File: src/rtl/fpu_pkg.sv
// Shared constants and types for the FPU result packer: custom-format field
// widths, exponent biases, status codes and the buffered result record.
package fpu_pkg;

   localparam int CUST_BIAS  = 31;
   localparam int IEEE_BIAS  = 127;
   localparam int EXP_OFFSET = IEEE_BIAS - CUST_BIAS;

   localparam int SIGN_W = 1;
   localparam int EXP_W  = 6;
   localparam int MANT_W = 25;

   localparam logic [3:0] ST_EXACT   = 4'b0001;
   localparam logic [3:0] ST_INEXACT = 4'b1111;
   localparam logic [3:0] ST_OVF     = 4'b0011;
   localparam logic [3:0] ST_UNF     = 4'b0111;

   typedef struct packed {
      logic [31:0] data;
      logic [3:0]  status;
   } res_t;

   function automatic logic status_known(input logic [3:0] st);
      return (st == ST_EXACT) || (st == ST_INEXACT) || (st == ST_OVF) || (st == ST_UNF);
   endfunction

endpackage

File: src/rtl/fpu_res_fifo.sv
// Two-entry result FIFO with 1-bit wrapping pointers; the head entry is
// presented combinationally so it stays stable until popped.
module fpu_res_fifo
   import fpu_pkg::*;
#(
   parameter int DEPTH = 2
) (
   input  logic                         clock,
   input  logic                         reset,
   input  logic                         push,
   input  logic                         pop,
   input  res_t                         wr_data,
   output res_t                         rd_data,
   output logic [$clog2(DEPTH+1)-1:0]   count
);

   localparam int CW = $clog2(DEPTH + 1);

   res_t          mem_q [2];
   res_t          mem_d [2];
   logic          wr_ptr_q, wr_ptr_d;
   logic          rd_ptr_q, rd_ptr_d;
   logic [CW-1:0] count_q, count_d;

   always_comb begin
      mem_d    = mem_q;
      wr_ptr_d = wr_ptr_q;
      rd_ptr_d = rd_ptr_q;
      count_d  = count_q;
      if (push) begin
         mem_d[wr_ptr_q] = wr_data;
         wr_ptr_d        = ~wr_ptr_q;
      end
      if (pop) begin
         rd_ptr_d = ~rd_ptr_q;
      end
      case ({push, pop})
         2'b10:   count_d = count_q + CW'(1);
         2'b01:   count_d = count_q - CW'(1);
         default: count_d = count_q;
      endcase
   end

   always_ff @(posedge clock or negedge reset) begin
      if (!reset) begin
         for (int i = 0; i < 2; i++) begin
            mem_q[i] <= '0;
         end
         wr_ptr_q <= 1'b0;
         rd_ptr_q <= 1'b0;
         count_q  <= '0;
      end else begin
         mem_q    <= mem_d;
         wr_ptr_q <= wr_ptr_d;
         rd_ptr_q <= rd_ptr_d;
         count_q  <= count_d;
      end
   end

   assign rd_data = mem_q[rd_ptr_q];
   assign count   = count_q;

endmodule

File: src/rtl/fpu_result_packer.sv
// Converts custom-format FPU results to IEEE binary32 with round-to-nearest-even,
// tracks sticky exception flags, and buffers results in a 2-entry output FIFO.
module fpu_result_packer
   import fpu_pkg::*;
#(
   parameter int FIFO_DEPTH = 2
) (
   input  logic        clock,
   input  logic        reset,
   input  logic        in_valid,
   output logic        in_ready,
   input  logic [31:0] in_data,
   input  logic [3:0]  in_status,
   output logic        out_valid,
   input  logic        out_ready,
   output logic [31:0] out_data,
   output logic [3:0]  out_status,
   input  logic        flags_clear,
   output logic [3:0]  sticky_flags
);

   localparam int CW = $clog2(FIFO_DEPTH + 1);

   logic              s1_valid_q, s1_valid_d;
   logic [31:0]       s1_data_q, s1_data_d;
   logic [3:0]        s1_status_q, s1_status_d;
   logic              run_q, run_d;
   logic [3:0]        sticky_q, sticky_d;

   logic [CW-1:0]     fifo_count;
   logic [2:0]        occupancy;
   logic              push, pop;
   res_t              push_res, head;

   logic [SIGN_W-1:0] sign;
   logic [EXP_W-1:0]  c_exp;
   logic [MANT_W-1:0] c_mant;
   logic              round_up, rnd_inexact;
   logic [23:0]       frac_sum;
   logic [7:0]        i_exp;
   logic [31:0]       packed_data;
   logic [3:0]        packed_status, events;

   // Round/pack of the S1 register; carry out of the fraction bumps the exponent.
   always_comb begin
      sign          = s1_data_q[31];
      c_exp         = s1_data_q[30 -: EXP_W];
      c_mant        = s1_data_q[MANT_W-1:0];
      round_up      = c_mant[1] & (c_mant[0] | c_mant[2]);
      rnd_inexact   = |c_mant[1:0];
      frac_sum      = {1'b0, c_mant[24:2]} + {23'b0, round_up};
      i_exp         = {2'b0, c_exp} + 8'(EXP_OFFSET) + {7'b0, frac_sum[23]};
      if (c_exp == '0 && c_mant == '0) begin
         packed_data = {sign, 31'b0};
      end else if (c_exp == '1 && c_mant == '0) begin
         packed_data = {sign, 8'hFF, 23'b0};
      end else begin
         packed_data = {sign, i_exp, frac_sum[22:0]};
      end
      packed_status = (s1_status_q == ST_EXACT && rnd_inexact) ? ST_INEXACT : s1_status_q;
      events        = {!status_known(s1_status_q),
                       s1_status_q == ST_OVF,
                       s1_status_q == ST_UNF,
                       rnd_inexact | (s1_status_q == ST_INEXACT)};
   end

   // S1 always drains into the FIFO next cycle; in_ready gating guarantees room.
   always_comb begin
      push      = s1_valid_q;
      out_valid = (fifo_count != '0);
      pop       = out_valid & out_ready;
      occupancy = 3'(s1_valid_q) + 3'(fifo_count) - 3'(pop);
      in_ready  = run_q && (occupancy < 3'd2);
      push_res  = '{data: packed_data, status: packed_status};

      run_d       = 1'b1;
      s1_valid_d  = in_valid & in_ready;
      s1_data_d   = s1_data_q;
      s1_status_d = s1_status_q;
      if (in_valid && in_ready) begin
         s1_data_d   = in_data;
         s1_status_d = in_status;
      end
      sticky_d = (flags_clear ? 4'b0 : sticky_q) | (push ? events : 4'b0);
   end

   always_ff @(posedge clock or negedge reset) begin
      if (!reset) begin
         run_q       <= 1'b0;
         s1_valid_q  <= 1'b0;
         s1_data_q   <= '0;
         s1_status_q <= '0;
         sticky_q    <= '0;
      end else begin
         run_q       <= run_d;
         s1_valid_q  <= s1_valid_d;
         s1_data_q   <= s1_data_d;
         s1_status_q <= s1_status_d;
         sticky_q    <= sticky_d;
      end
   end

   fpu_res_fifo #(
      .DEPTH (FIFO_DEPTH)
   ) u_fifo (
      .clock   (clock),
      .reset   (reset),
      .push    (push),
      .pop     (pop),
      .wr_data (push_res),
      .rd_data (head),
      .count   (fifo_count)
   );

   assign out_data     = head.data;
   assign out_status   = head.status;
   assign sticky_flags = sticky_q;

endmodule

File: config.mk
export PLATFORM = sky130hd
export DESIGN_NAME = fpu_result_packer
export DESIGN_NICKNAME = d
export VERILOG_FILES = /design/src/rtl/fpu_pkg.sv /design/src/rtl/fpu_res_fifo.sv /design/src/rtl/fpu_result_packer.sv
export SDC_FILE = /design/constraint.sdc
export NUM_CORES = 1
export LEC_CHECK = 0
export ABC_AREA = 1
export CORE_AREA = 2 2 128 130
export CTS_CLUSTER_SIZE = 20
export DETAILED_ROUTE_END_ITERATION = 12
export DIE_AREA = 0 0 130 132
export GPL_TIMING_DRIVEN = 0
export PLACE_DENSITY = 0.61
export SLEW_MARGIN = 0
export SYNTH_ARGS = -nofsm -noshare
export SYNTH_HDL_FRONTEND = slang
export SYNTH_HIERARCHICAL = 1
export SYNTH_SLANG_ARGS = --single-unit
File: constraint.sdc
create_clock -name clock -period 3.2 [get_ports clock]
set_input_delay 0.64 -clock clock [delete_from_list [all_inputs] [get_ports clock]]
set_output_delay 0.64 -clock clock [all_outputs]
set_load 0.005 [all_outputs]
==> results of run 1 <==
per-layer routing:
| metal | vias to the layer above | part of all wire, % |
|---|---|---|
| li1 | 2599 | - |
| met1 | 2338 | 48 |
| met2 | 116 | 46 |
| met3 | 21 | 4.3 |
| met4 | 0 | 1.8 |
| met5 | - | 0 |
through the flow:
step / instances / cell area, um^2 / hold slack [ps] / utilization, % / TNS, ps
CTS: 1099 / 7948 / 107.8 / 50.58 / 0
floorplan: 763 / 6155 / 344.4 / - / 0
global route: 1102 / 7989 / 128.4 / 50.84 / -140.6
detailed placement: 1062 / 7274 / 468.4 / 46.30 / -4940
global placement: 1061 / 7246 / 465.2 / 46.11 / -382430
finish: 1102 / 7989 / 103.2 / 50.84 / 0
critical path: stages, from the launching register on:
cell     delay [ps]
dfrtp_2         410
o21a_1          210
ha_1            270
or2_4           230
fa_1            540
nand2_1          50
a21oi_1         100
o21ai_1          90
inv_2            60
buf_2           100
where the power goes:
group | leakage (nW) | internal, mW | total [mW] | switching (mW)
Combinational | 2.01 | 1.49 | 3.42 | 1.93
Clock | 0.312 | 1.37 | 2.04 | 0.664
Sequential | 1.50 | 2.14 | 2.59 | 0.456
cell usage after synthesis, drive strengths merged:
cell type,n
or2,4
nand3,22
buf,19
a21oi,7
dfrtp,118
nand2,225
xor2,21
nor3b,1
inv,132
fa,1
ha,6
nor2,28
o22ai,3
o21a,1
nor3,10
o21ai,144
conb,1
clkbuf,12
nand4,7
xnor2,1
worst paths after layout:
kind | from | cells after the start | slack [ps] | to
min in group clock | u_fifo/mem_q[70] | 2 | 480 | u_fifo/mem_q[70]
setup reg to reg | u_fifo/count[1] | 18 | 160 | s1_data_q[4]
hold reg to reg | u_fifo/mem_q[70] | 2 | 480 | u_fifo/mem_q[70]
max in group asynchronous | reset | 2 | 2370 | u_fifo/mem_q[59]
setup / recovery | u_fifo/count[1] | 9 | 70 | in_ready
hold / removal | reset | 1 | 100 | s1_data_q[2]
final cells by class:
class	instances	share of cell area, %
tap	216	3.383
buffer	31	2.803
multi-input combinational	482	31.31
inverter	132	6.202
timing repair buffer	92	11.40
clock inverter	9	1.848
clock buffer	22	6.061
sequential	118	36.99
registers in the layout, indices dropped and copies added, names as in the netlist:
| signal | count |
|---|---|
| u_fifo/mem_q | 72 |
| s1_data_q | 32 |
| u_fifo/rd_ptr_q | 1 |
| u_fifo/wr_ptr_q | 1 |
| s1_status_q | 4 |
| run_q | 1 |
| push | 1 |
| sticky_flags | 4 |
| u_fifo/count | 2 |
logic make-up (layout without fill, tap and decap cells):
group	after synthesis	after routing	synth area share, %
flip-flops	118	118	47.98
AO/OA/AOI/OAI	155	155	14.90
buffers and inverters	163	286	11.57
adder cells (fa/ha/maj)	7	7	1.545
XOR/XNOR	22	22	3.131
other	1	1	0.06093
AND/OR/NAND/NOR	297	297	20.82
timing repair:
| action | 4_1_cts | 5_1_grt |
|---|---|---|
| gates resized for setup | 6 | 5 |
| buffers inserted | 6 | 3 |
| setup endpoints to repair | 1 | 32 |
| pin swaps | 4 | 4 |
| gates cloned | 0 | 0 |
==> run_results.csv, run 1 <==
group,metric,value,unit
setup_path,worstPathMaxFanout,3,
layout,seq_area,0.002955,mm^2
yosys,syn_nets,811,
die,dieArea,0.01716,mm^2
grt,gr-usage-met3,4.667,%
setup_path,worst-endpoint-arrival,2490,ps
layout,layout_commonest_cell,"nand2_1",
timing,rsz0062_at_grt,"yes",
power_and_ir_drop,power,8.047,mW
yosys,synthesis.area,0.006155,mm^2
timing,setup_slack,72.80,ps
die,ios,83,
place,portBuffers,82,
setup_path,end_kind,"output pin",
timing,hold_viol,0,
yosys,synth.distinct_cells,36,
layout,fillerInstances,1528,
grt,grt.total_usage,19.19,%
route,wl_per_cell,14.05,um
place,gp_congestion,0.8553,
layout,syn_to_final_growth,29.80,%
timing,slew_headroom,60.73,%
die,rows,46,
grt,grt_antenna_before_repair,0,
place,dpl.hpwl,11.36,mm
timing,fmax,319.8,MHz
clock_tree,htree_levels,4,
clock_tree,holdBufCountCts,0,
layout,fin_nets,922,
yosys,syn-instance-count,763,
grt,grt_max_degree,85,
grt,grt_pass1_vias,4785,
power_and_ir_drop,power.leakage,3.819,nW
clock_tree,cts-root-buf,"clkbuf_16",
die,initial_core_util,39.17,%
route,vias,5074,
setup_path,critPathKind,"flip-flop to output pin",
timing,worst_pin_slew,589.1,ps
yosys,netlist.area_leader.share,47.98,%
setup_path,worstPathRequired,2560,ps
yosys,yosys.area.top_type,"dfrtp_1",
route,routed_wl,15.48,mm
setup_path,start_kind,"flip-flop",
power_and_ir_drop,p_per_area,1007,mW/mm^2
layout,most-common-layout-cells,"nand2_1 (220), inv_1 (127), dfrtp_1 (116)",
yosys,ys_seq_area_share,47.98,%
route,vias_per_cell,4.604,
yosys,synth_area_leaders,"dfrtp_1 (48%), nand2_1 (13%), inv_1 (7.7%)",
layout,drive_above_1_share,13.66,%
yosys,ys_warn_count,6,
grt,grt_overflow,0,
die,core_area,0.01571,mm^2
grt,use_met2,29.49,%
clock_tree,cts_tree,"done",
timing,fin_crit_sh,97.72,%
layout,multi_input_area,0.002501,mm^2
grt,busiest_layer,"met2",
grt,grt_pass1_wl,25.11,mm
route,final_antenna_net_count,0,
min_path,hold_class,"input port to async pin",
power_and_ir_drop,peakVddDrop,388.0,uV
clock_tree,numCtsBuffers,17,
timing,setup_viol,0,
job,cap_violations,0,
route,drc,0,
outcome,status,"finished, final reports clean",
grt,global_route.usage.met1,26.95,%
clock_tree,cts.sinks,118,
clock_tree,clockBufferDepth,2,
yosys,yosys_register_bits,118,
clock_tree,clock_latency,430,ps
die,die-width,130,um
route,firstDrtPassIters,5,
place,pre_cts_ws,-549.7,ps
timing,final_max_slew_viol_count,0,
die,fp.dieH,132,um
layout,antenna_cells,0,
timing,skew,7.212,ps
yosys,avgSynthCellArea,8.066,um^2
route,drt-initial-drc-count,338,
clock_tree,path_clk_slew,50,ps
timing,period_minus_slack,3127,ps
Note: power is estimated with default switching activity, not from simulation.
==> run 2: changes to the inputs <==
--- a/config.mk
+++ b/config.mk
@@ -6,12 +6,12 @@
 export NUM_CORES = 1
 export LEC_CHECK = 0
 export ABC_AREA = 1
-export CORE_AREA = 2 2 128 130
+export CORE_AREA = 2 2 114 116
 export CTS_CLUSTER_SIZE = 20
 export DETAILED_ROUTE_END_ITERATION = 12
-export DIE_AREA = 0 0 130 132
+export DIE_AREA = 0 0 116 118
 export GPL_TIMING_DRIVEN = 0
-export PLACE_DENSITY = 0.61
+export PLACE_DENSITY = 0.74
 export SLEW_MARGIN = 0
 export SYNTH_ARGS = -nofsm -noshare
 export SYNTH_HDL_FRONTEND = slang
==> run 2 against run 1 <==
Against the previous run: critical path type unchanged; hold slack better by 1.1 ps; non-clock buffer count down 1; combinational power barely moved; clock power fell by 22%; cell count decreased by 4.1%; register-to-register slack about the same; highest routed layer unchanged; first-iteration DRC count is 10% lower; via count rose by 1.5%.
==> run_results.csv, run 2 (synthesized netlist as in run 1, its figures left out) <==
group,metric,value,unit
clock_tree,clock_latency,410,ps
setup_path,slowest_stage,"fa_1",
timing,setup_viol,0,
route,vias,5148,
setup_path,critPathKind,"flip-flop to output pin",
power_and_ir_drop,power.leakage,3.752,nW
timing,final_max_slew_viol_count,0,
layout,layout_commonest_cell,"nand2_1",
clock_tree,numCtsBuffers,17,
layout,fillerInstances,1129,
layout,drive_above_1_share,13.33,%
place,gp_congestion,0.8899,
die,core_area,0.01241,mm^2
route,final_antenna_net_count,0,
timing,rsz0062_at_grt,"no",
setup_path,start_kind,"flip-flop",
place,dpl.hpwl,10.70,mm
route,routed_wl,14.68,mm
timing,period_minus_slack,3094,ps
clock_tree,cts-root-buf,"clkbuf_16",
clock_tree,cts_tree,"done",
setup_path,worstPathMaxFanout,4,
job,cap_violations,0,
place,dp.cells,1018,
die,ios,83,
timing,fin_crit_sh,96.69,%
grt,grt_antenna_before_repair,0,
layout,top_register,"u_fifo/mem_q",
layout,most-common-layout-cells,"nand2_1 (220), inv_1 (127), dfrtp_1 (117)",
layout,top_regs,"u_fifo/mem_q: 72 flops, s1_data_q: 32 flops",
route,wl_per_cell,13.89,um
power_and_ir_drop,peakVddDrop,439.9,uV
timing,fmax,323.2,MHz
die,dieArea,0.01369,mm^2
die,initial_core_util,49.58,%
setup_path,critPathTopFamily,"adder cells",
setup_path,worstPathRequired,2560,ps
route,drc,0,
die,die-width,116,um
grt,grt_overflow,0,
route,vias_per_cell,4.870,
setup_path,crit_chain,"o21a_1, ha_1, or2_4, fa_1, nand2_1, a21oi_1, o21ai_1, inv_2, buf_2",
grt,grt_pass1_wl,24.34,mm
setup_path,reg2reg_slack,160,ps
setup_path,cpPeakStageDelay,510,ps
power_and_ir_drop,p_per_area,976.0,mW/mm^2
grt,grt.total_usage,23.02,%
clock_tree,path_clk_slew,50,ps
setup_path,path_buf_inv,2,
grt,grt_max_degree,89,
setup_path,worst-endpoint-arrival,2450,ps
clock_tree,cts.sinks,118,
timing,hold_viol,0,
clock_tree,htree_levels,4,
power_and_ir_drop,power,7.597,mW
place,portBuffers,82,
layout,fin_nets,921,
timing,slew_headroom,58.05,%
die,fp.dieH,118,um
layout,syn_to_final_growth,26.47,%
setup_path,end_kind,"output pin",
route,drt-initial-drc-count,303,
route,firstDrtPassIters,7,
layout,antenna_cells,0,
timing,worst_pin_slew,622.7,ps
grt,grt_pass1_vias,4926,
clock_tree,clockBufferDepth,2,
die,rows,41,
timing,skew,8.643,ps
layout,layout.cells.non_filler,1057,
min_path,hold_class,"input port to async pin",
outcome,status,"finished, final reports clean",
layout,largest_register_ffs,72,
## run 2: cell count changes in the layout (fill, tap and decap cells not counted), sizes merged
cell / delta
buf: -1
bufinv: -4
clkbuf: -3
clkinv: +6
clkinvlp: +1
## run 2: metal layers
metal  GRT usage, %  up-vias  share of wire, %
met5              0        -                 0
met4          7.664        0               1.4
met3          4.737       18               4.7
met2          35.60      130                48
met1          32.32     2403                46
li1               -     2597                 -
## run 2: report_power, final
part / switching (mW) / internal, mW / total (mW)
combinational: 1.92 / 1.48 / 3.40
sequential: 0.459 / 2.14 / 2.60
clock: 0.639 / 0.965 / 1.60
total: 3.02 / 4.58 / 7.60
## run 2: worst paths after layout
kind | depth (start not counted) | start | to
min in group clock | 2 | u_fifo/mem_q[69] | u_fifo/mem_q[69]
setup / recovery | 9 | u_fifo/count[1] | in_ready
hold reg to reg | 2 | u_fifo/mem_q[69] | u_fifo/mem_q[69]
hold / removal | 1 | reset | s1_data_q[0]
setup reg to reg | 18 | u_fifo/count[1] | s1_status_q[2]
max in group asynchronous | 2 | reset | u_fifo/mem_q[60]
## run 2: per-stage QoR
| step | util [%] | cell area, um^2 | hold WS [ps] | TNS [ps] | setup slack [ps] |
|---|---|---|---|---|---|
| after floorplan | - | 6155 | 344.4 | 0 | 479.2 |
| after global placement | 57.92 | 7191 | 465.6 | -358950 | -3022 |
| after detailed placement | 58.15 | 7219 | 467.6 | -4571 | -557.4 |
| final | 62.70 | 7784 | 104.4 | 0 | 106.0 |
| after global routing | 62.70 | 7784 | 115.6 | 0 | 1.092 |
| after CTS | 62.44 | 7751 | 107.2 | 0 | 60.83 |
## run 2: what timing repair did
action / in CTS / in global routing
gates resized for setup: 6 / 2
endpoints found under the hold margin: 0 / 0
endpoints found under the setup margin: 1 / 32
pin swaps: 4 / 2
hold buffers: 0 / 0
setup buffers: 5 / 3
## run 2: cell type report
type / instances / area (um^2) / area share, %
clock buffers: 19 / 432.9 / 5.562
flip-flops and latches: 118 / 2954 / 37.95
inverters: 132 / 495.5 / 6.366
well taps: 172 / 215.2 / 2.765
clock inverters: 12 / 65.06 / 0.8359
plain buffers: 31 / 216.5 / 2.781
multi-input cells: 482 / 2501 / 32.13
repair buffers: 91 / 903.4 / 11.61
## run 2: worst register-to-register path: stages (launching register included)
cell,delay [ps]
dfrtp_2,430
o21a_1,210
ha_1,280
or2_4,230
fa_1,450
nand2_1,80
a21oi_1,40
o21ai_1,90
inv_2,50
buf_4,120
buf_4,120
buf_4,120
buf_4,140
nand2_8,100
inv_2,60
buf_6,130
buf_6,150
nand2_1,70
o21ai_1,60
==> run 3: changes to the inputs <==
--- a/config.mk
+++ b/config.mk
@@ -6,12 +6,12 @@
 export NUM_CORES = 1
 export LEC_CHECK = 0
 export ABC_AREA = 1
-export CORE_AREA = 2 2 114 116
+export CORE_AREA = 2 2 128 130
 export CTS_CLUSTER_SIZE = 20
 export DETAILED_ROUTE_END_ITERATION = 12
-export DIE_AREA = 0 0 116 118
+export DIE_AREA = 0 0 130 132
 export GPL_TIMING_DRIVEN = 0
-export PLACE_DENSITY = 0.74
+export PLACE_DENSITY = 0.61
 export SLEW_MARGIN = 0
 export SYNTH_ARGS = -nofsm -noshare
 export SYNTH_HDL_FRONTEND = slang
==> results of run 3 <==
No change in the layout: final DEF, timing and power equal those of run 1.
